**config.mk**
```make
export PLATFORM = sky130hd
export DESIGN_NAME = store_capture_fifo
export DESIGN_NICKNAME = d
export VERILOG_FILES = /design/src/rtl/store_capture_fifo.sv
export SDC_FILE = /design/constraint.sdc
export NUM_CORES = 1
export LEC_CHECK = 0
export BUFFER_PORTS_ARGS = -buffer_cell sky130_fd_sc_hd__buf_2
export CORE_ASPECT_RATIO = 1.1
export CORE_MARGIN = 5
export CORE_UTILIZATION = 64
export CTS_CLUSTER_DIAMETER = 40
export DETAILED_ROUTE_END_ITERATION = 7
export HOLD_SLACK_MARGIN = 0.06
export PLACE_DENSITY = 0.95
export SYNTH_ARGS = -nofsm -noshare
export SYNTH_HDL_FRONTEND = slang
export SYNTH_SLANG_ARGS = --single-unit
```
**constraint.sdc**
```tcl
create_clock -name clk -period 5.48 [get_ports clk]
set_clock_uncertainty 0.2 [all_clocks]
set_input_delay 1.644 -clock clk [delete_from_list [all_inputs] [get_ports clk]]
set_output_delay 1.644 -clock clk [all_outputs]
set_load 0.02 [all_outputs]
```
**src/rtl/store_capture_fifo.sv**
```systemverilog
// Snoops processor stores (memwrite/adr/writedata) into a first-word-fall-through FIFO,
// with a sticky overflow flag. Optional store match detector enabled by macro STORE_MATCH_EN.
module store_capture_fifo #(
  parameter int WIDTH      = 8,
  parameter int DEPTH      = 8,
  parameter int MATCH_ADR  = 255,
  parameter int MATCH_DATA = 210
) (
  input  logic                     clk,
  input  logic                     reset,
  input  logic                     memwrite,
  input  logic [WIDTH-1:0]         adr,
  input  logic [WIDTH-1:0]         writedata,
  output logic                     out_valid,
  input  logic                     out_ready,
  output logic [WIDTH-1:0]         out_adr,
  output logic [WIDTH-1:0]         out_data,
  output logic [$clog2(DEPTH):0]   count,
  output logic                     overflow,
  output logic                     match
);

  localparam int AW = $clog2(DEPTH);
  localparam logic [AW:0] FULL_COUNT = (AW + 1)'(DEPTH);

  logic [AW-1:0]        wr_ptr_q, wr_ptr_d;
  logic [AW-1:0]        rd_ptr_q, rd_ptr_d;
  logic [AW:0]          count_q, count_d;
  logic                 overflow_q, overflow_d;
  logic                 full, push, pop, drop;
  logic [2*WIDTH-1:0]   mem_q [DEPTH];
  logic [2*WIDTH-1:0]   head;

  // A pop on a full FIFO frees the slot the simultaneous push lands in.
  always_comb begin
    full = (count_q == FULL_COUNT);
    pop  = (count_q != '0) && out_ready;
    push = memwrite && (!full || pop);
    drop = memwrite && full && !pop;
  end

  always_comb begin
    wr_ptr_d   = wr_ptr_q;
    rd_ptr_d   = rd_ptr_q;
    count_d    = count_q;
    overflow_d = overflow_q | drop;
    if (push) wr_ptr_d = wr_ptr_q + 1'b1;
    if (pop)  rd_ptr_d = rd_ptr_q + 1'b1;
    case ({push, pop})
      2'b10:   count_d = count_q + 1'b1;
      2'b01:   count_d = count_q - 1'b1;
      default: count_d = count_q;
    endcase
  end

  always_ff @(posedge clk or posedge reset) begin
    if (reset) begin
      wr_ptr_q   <= '0;
      rd_ptr_q   <= '0;
      count_q    <= '0;
      overflow_q <= 1'b0;
    end else begin
      wr_ptr_q   <= wr_ptr_d;
      rd_ptr_q   <= rd_ptr_d;
      count_q    <= count_d;
      overflow_q <= overflow_d;
    end
  end

  // Storage is not reset; the pointers alone define which entries are live.
  always_ff @(posedge clk) begin
    if (push) mem_q[wr_ptr_q] <= {adr, writedata};
  end

  assign head      = mem_q[rd_ptr_q];
  assign out_adr   = head[2*WIDTH-1:WIDTH];
  assign out_data  = head[WIDTH-1:0];
  assign out_valid = (count_q != '0);
  assign count     = count_q;
  assign overflow  = overflow_q;

`ifdef STORE_MATCH_EN
  localparam logic [WIDTH-1:0] MATCH_ADR_W  = WIDTH'(MATCH_ADR);
  localparam logic [WIDTH-1:0] MATCH_DATA_W = WIDTH'(MATCH_DATA);

  logic match_q, match_d;

  // Independent of FIFO state: a dropped store still counts as a hit.
  always_comb begin
    match_d = match_q;
    if (memwrite && (adr == MATCH_ADR_W) && (writedata == MATCH_DATA_W)) match_d = 1'b1;
  end

  always_ff @(posedge clk or posedge reset) begin
    if (reset) match_q <= 1'b0;
    else       match_q <= match_d;
  end

  assign match = match_q;
`else
  assign match = 1'b0;
`endif

endmodule

```
# [Word-level counts from Yosys, hierarchy flattened]
# Memories as Yosys holds them, arrays and structs flattened.
# Cells that the tools add are included.
[totals] output_inout_bits=23 ramBits=128 regBits=11 memories=1
[mem_list] memory="mem_q" words=8 width=16 rd=1 rd_ports_with_merged_regs=0 write_ports=1 line_no="31" text="logic [2*WIDTH-1:0] mem_q [DEPTH];"
[op_classes] eq_ne=3 muxes=3 add_sub_neg=4 bitwise=1 reduce_logical=9
[op_table] op="4-bit case mux with 2 select lines" count=1
[op_table] op="3-bit by 1-bit adder with 3-bit output (second input constant)" count=2
[op_table] op="4-bit by 1-bit adder with 4-bit output (second input constant)" count=1
[op_table] op="4-bit equality test (second input constant)" count=1
[op_table] op="1-bit logical AND" count=4
[op_table] op="4-bit nonzero test" count=1
[op_table] op="4-bit by 1-bit subtractor with 4-bit output (second input constant)" count=1
[op_table] op="2-bit by 1-bit equality test with 1-bit output (second input constant)" count=1
[op_table] op="2-bit equality test (second input constant)" count=1
[op_table] op="1-bit logical NOT" count=2
[op_table] op="1-bit 2-to-1 mux" count=2
[op_table] op="2-bit nonzero test" count=1
[op_table] op="1-bit logical OR" count=1
[op_table] op="1-bit bitwise OR" count=1

# [Logic depth before layout (Yosys ltp)]
[logic_depth] ltp_word=6 mapped_depth=8 ltp_nobuf=8

# [Worst setup path before layout]
# No wires, ideal clock.
[synth_path] path_type="input to register" from="input port out_ready" to="memory mem_q[0][0] (netlist name), enable pin" path_buffers=0 path_stages=4 path_slack_ns=1.641 required_ns=4.871 arrival_ns=3.229 path_cell_list="nor2b_1 a21boi_1 nand2b_1 nor3_1"
[synth_between] elab_chain_cells=5
[synth_lines] item="from (decl)" line_no="15" text="input logic out_ready,"
[synth_lines] item="1-bit logical AND" line_no="37" text="pop = (count_q != '0) && out_ready;"
[synth_lines] item="1-bit logical OR" line_no="38" text="push = memwrite && (!full || pop);"
[synth_lines] item="1-bit logical AND" line_no="38"
[synth_lines] item="1-bit 2-to-1 mux" line_no="72" text="if (push) mem_q[wr_ptr_q] <= {adr, writedata};"
[synth_lines] item="1-bit 2-to-1 mux (implied by the code)" line_no="72"
[synth_lines] item="to (decl)" line_no="31"
# Every way passes these cells.

# [Worst setup path after layout]
[layout_path] from="register rd_ptr_q[0]" to="output port out_adr[4]"
[layout_between] elab_chain_cells=1
[layout_lines] item="from (decl)" line_no="27" text="logic [AW-1:0] rd_ptr_q, rd_ptr_d;"
[layout_lines] item="from (signal assigned)" line_no="64" text="rd_ptr_q <= rd_ptr_d;"
[layout_lines] item="memory read 8 x 16 bit"
[layout_lines] item="to (decl)" line_no="16" text="output logic [WIDTH-1:0] out_adr,"
# Every way passes these cells.

==> flow_metrics.env <==
export IMPL_gp_congestion=0.732
export IMPL_grt_antenna_before_repair=0
export IMPL_cts_root_buf="clkbuf_8"
export IMPL_drc=0
export IMPL_dp_cells=407
export IMPL_synth_cell_types=35
export IMPL_netlist_instances=256
export IMPL_drive_gt1_share_pct=33.5
export IMPL_slew_headroom_pct=40.2
export IMPL_status="finished clean"
export IMPL_hold_path_class="reg2reg"
export IMPL_clock_path_buffers=2
export IMPL_final_common_cell="edfxtp_1"
export IMPL_critPathKind="reg2out"
export IMPL_dp_hpwl_mm=6.20
export IMPL_yosysWarnings=0
export IMPL_clock_sinks=139
export IMPL_clk_pin_slew_ns=0.06
export IMPL_grt_pass1_vias=2800
export IMPL_die_h_um=108
export IMPL_fin_nets=338
export IMPL_initial_core_util_pct=66.0
export IMPL_max_stage_delay_ns=0.85
export IMPL_cts_hold_buf=0
export IMPL_layout_setup_ws_ns=0.888
export IMPL_max_freq_mhz=218
export IMPL_routed_wirelength_mm=10.5
export IMPL_leakagePower_nw=2.36
export IMPL_rsz0062_at_grt="false"
export IMPL_die_area_um2=10700
export IMPL_ys_ff_latch=139
export IMPL_numCtsBuffers=17
export IMPL_drtIter0Drc=225
export IMPL_seq_area_frac_synth_pct=73.8
export IMPL_synth_fp_nets=279
export IMPL_maxCapViolations=0
export IMPL_cts_resized_gates=0
export IMPL_power_density_nw_per_um2=540
export IMPL_worst_pin_slew_ns=0.896
export IMPL_critPathSlowestCell="dfrtp_1"
export IMPL_final_max_slew_viol_count=0
export IMPL_area_delta_synth_final_pct=16.7
export IMPL_regArea_um2=4120
export IMPL_fin_crit_ns=4.59
export IMPL_grt_usage_pct=21.8
export IMPL_final_hold_viol_count=0
export IMPL_cp_cell_sequence="buf_12 -> mux4_1 -> mux2_2 -> buf_2"
export IMPL_crit_arrival_ns=2.75
export IMPL_end_kind="output pin"
export IMPL_die_w_um=99.0
export IMPL_multiInputGateArea_um2=1390
export IMPL_crit_fanout=22
export IMPL_antenna_left=0
export IMPL_synth_area_um2=5580
export IMPL_finalSetupViolCount=0
export IMPL_syn_area_per_cell_um2=21.8
export IMPL_peakVddDrop_mv=0.356
export IMPL_diodes=0
export IMPL_drt_pass1_iter_count=4
export IMPL_final_cells=439
export IMPL_clkLatencyLatePin_ns=0.52
export IMPL_core_um2=8450
export IMPL_grt_max_degree=27
export IMPL_grt_pass1_wl_mm=16.3
export IMPL_pre_cts_slack_ns=1.43
export IMPL_htreeDepth=4
export IMPL_fin_tns_setup_ns=0
export IMPL_crit_required_ns=3.64
export IMPL_io_buffers=41
export IMPL_final_cell_mix="128 x edfxtp_1, 41 x buf_2, 28 x mux4_1"
export IMPL_final_core_util_pct=77.0
export IMPL_fin_crit_sh_pct=83.8
export IMPL_cts_tree="built"
export IMPL_io_pins=43
export IMPL_post_cts_buffers=0
export IMPL_wl_per_cell_um=24.0
export IMPL_cp_start_kind="flop"
export IMPL_fp_row_count=35
export IMPL_total_power_mw=3.52
export IMPL_routed_via_count=2707
export IMPL_num_fill_cells=423
export IMPL_grt_ovfl_total=0
export IMPL_vias_per_cell=6.17
## cell type report
type | instances | share of cell area (%)
repair buffers | 51 | 4.50
clock buffers | 17 | 6.36
flip-flops and latches | 139 | 63.3
well taps | 111 | 2.13
multi-input cells | 104 | 21.3
inverters | 2 | 0.115
clock inverters | 15 | 2.36
## routing by layer
layer / GRT usage (%) / vias to the layer above / part of all wire [%] / wire length (um)
li1: - / 1196 / - / -
met3: 6.26 / 19 / 6.7 / 704
met4: 9.95 / 0 / 2.0 / 213
met2: 36.0 / 126 / 53 / 5530
met1: 27.1 / 1366 / 39 / 4080
met5: 0 / - / 0 / 0
## kinds of logic (layout without fill, tap and decap cells)
logic type	after synthesis	after routing	share of synthesized area (%)
xor+xnor	6	6	0.942
other cells	1	1	0.0672
flops	139	139	73.8
fa+ha+maj	3	3	0.673
simple gates	34	34	3.16
compound gates	10	10	1.39
buf+inv	13	85	1.55
mux	50	50	18.4
## registers in the layout, summed over array words and instances, names as in the netlist
signal / flops
mem_q: 128
count: 4
overflow: 1
wr_ptr_q: 3
rd_ptr_q: 3
## through the flow
step | area, um^2 | hold slack [ns]
global placement | 5940 | 0.254
detailed placement | 5940 | 0.258
floorplan | 5580 | 0.284
CTS | 6510 | 0.273
finish | 6510 | 0.272
global route | 6510 | 0.312
## path summary, 6_finish.rpt
kind / start / to / cells after the start / slack, ns
setup reg to reg: count[0] / mem_q[6][10] / 5 / 2.71
max in group asynchronous: reset / rd_ptr_q[1] / 2 / 3.85
min in group asynchronous: reset / wr_ptr_q[2] / 2 / 0.92
hold reg to reg: overflow / overflow / 1 / 0.27
setup / recovery: rd_ptr_q[0] / out_adr[4] / 4 / 0.89
hold / removal: overflow / overflow / 1 / 0.27
## critical path, delay by kind of cell, from the launching register on
| kind | cells | cell delay [ns] |
|---|---|---|
| flip-flops | 1 | 0.85 |
| buffers and inverters | 2 | 0.44 |
| multiplexers | 2 | 0.92 |
## power by group
part	total, mW	switching (mW)	internal [mW]
clock	1.07	0.457	0.618
sequential	1.45	0.142	1.31
combinational	0.991	0.516	0.475
total	3.52	1.11	2.40
## synthesized netlist by cell type
master,count,area [um^2]
mux2_2,17,191
a31o_2,1,8.76
nor3_4,1,16.3
buf_6,4,45.0
conb_1,1,3.75
inv_1,2,7.51
nand2b_1,4,25.0
a21bo_2,1,10.0
mux4_2,4,90.1
buf_4,1,7.51
or4_4,1,11.3
o21ai_2,1,8.76
a2111oi_0,1,8.76
nand2_1,11,41.3
a211o_1,1,8.76
or3_1,1,6.26
and3b_1,1,8.76
mux4_1,28,736
a21boi_1,1,7.51
clkbuf_2,1,5.00
nor2b_1,2,12.5
a21o_1,2,15.0
edfxtp_1,128,3840
nor2_1,8,30.0
dfrtp_1,11,275
a21oi_1,2,10.0
xnor2_1,3,26.3
xor2_1,3,26.3
clkbuf_1,2,7.51
buf_2,2,10.0
ha_1,3,37.5
mux2i_1,1,10.0
nor3_1,3,15.0
buf_1,1,3.75
nand3_1,2,10.0
No activity file was read; power rests on OpenSTA's default activity.
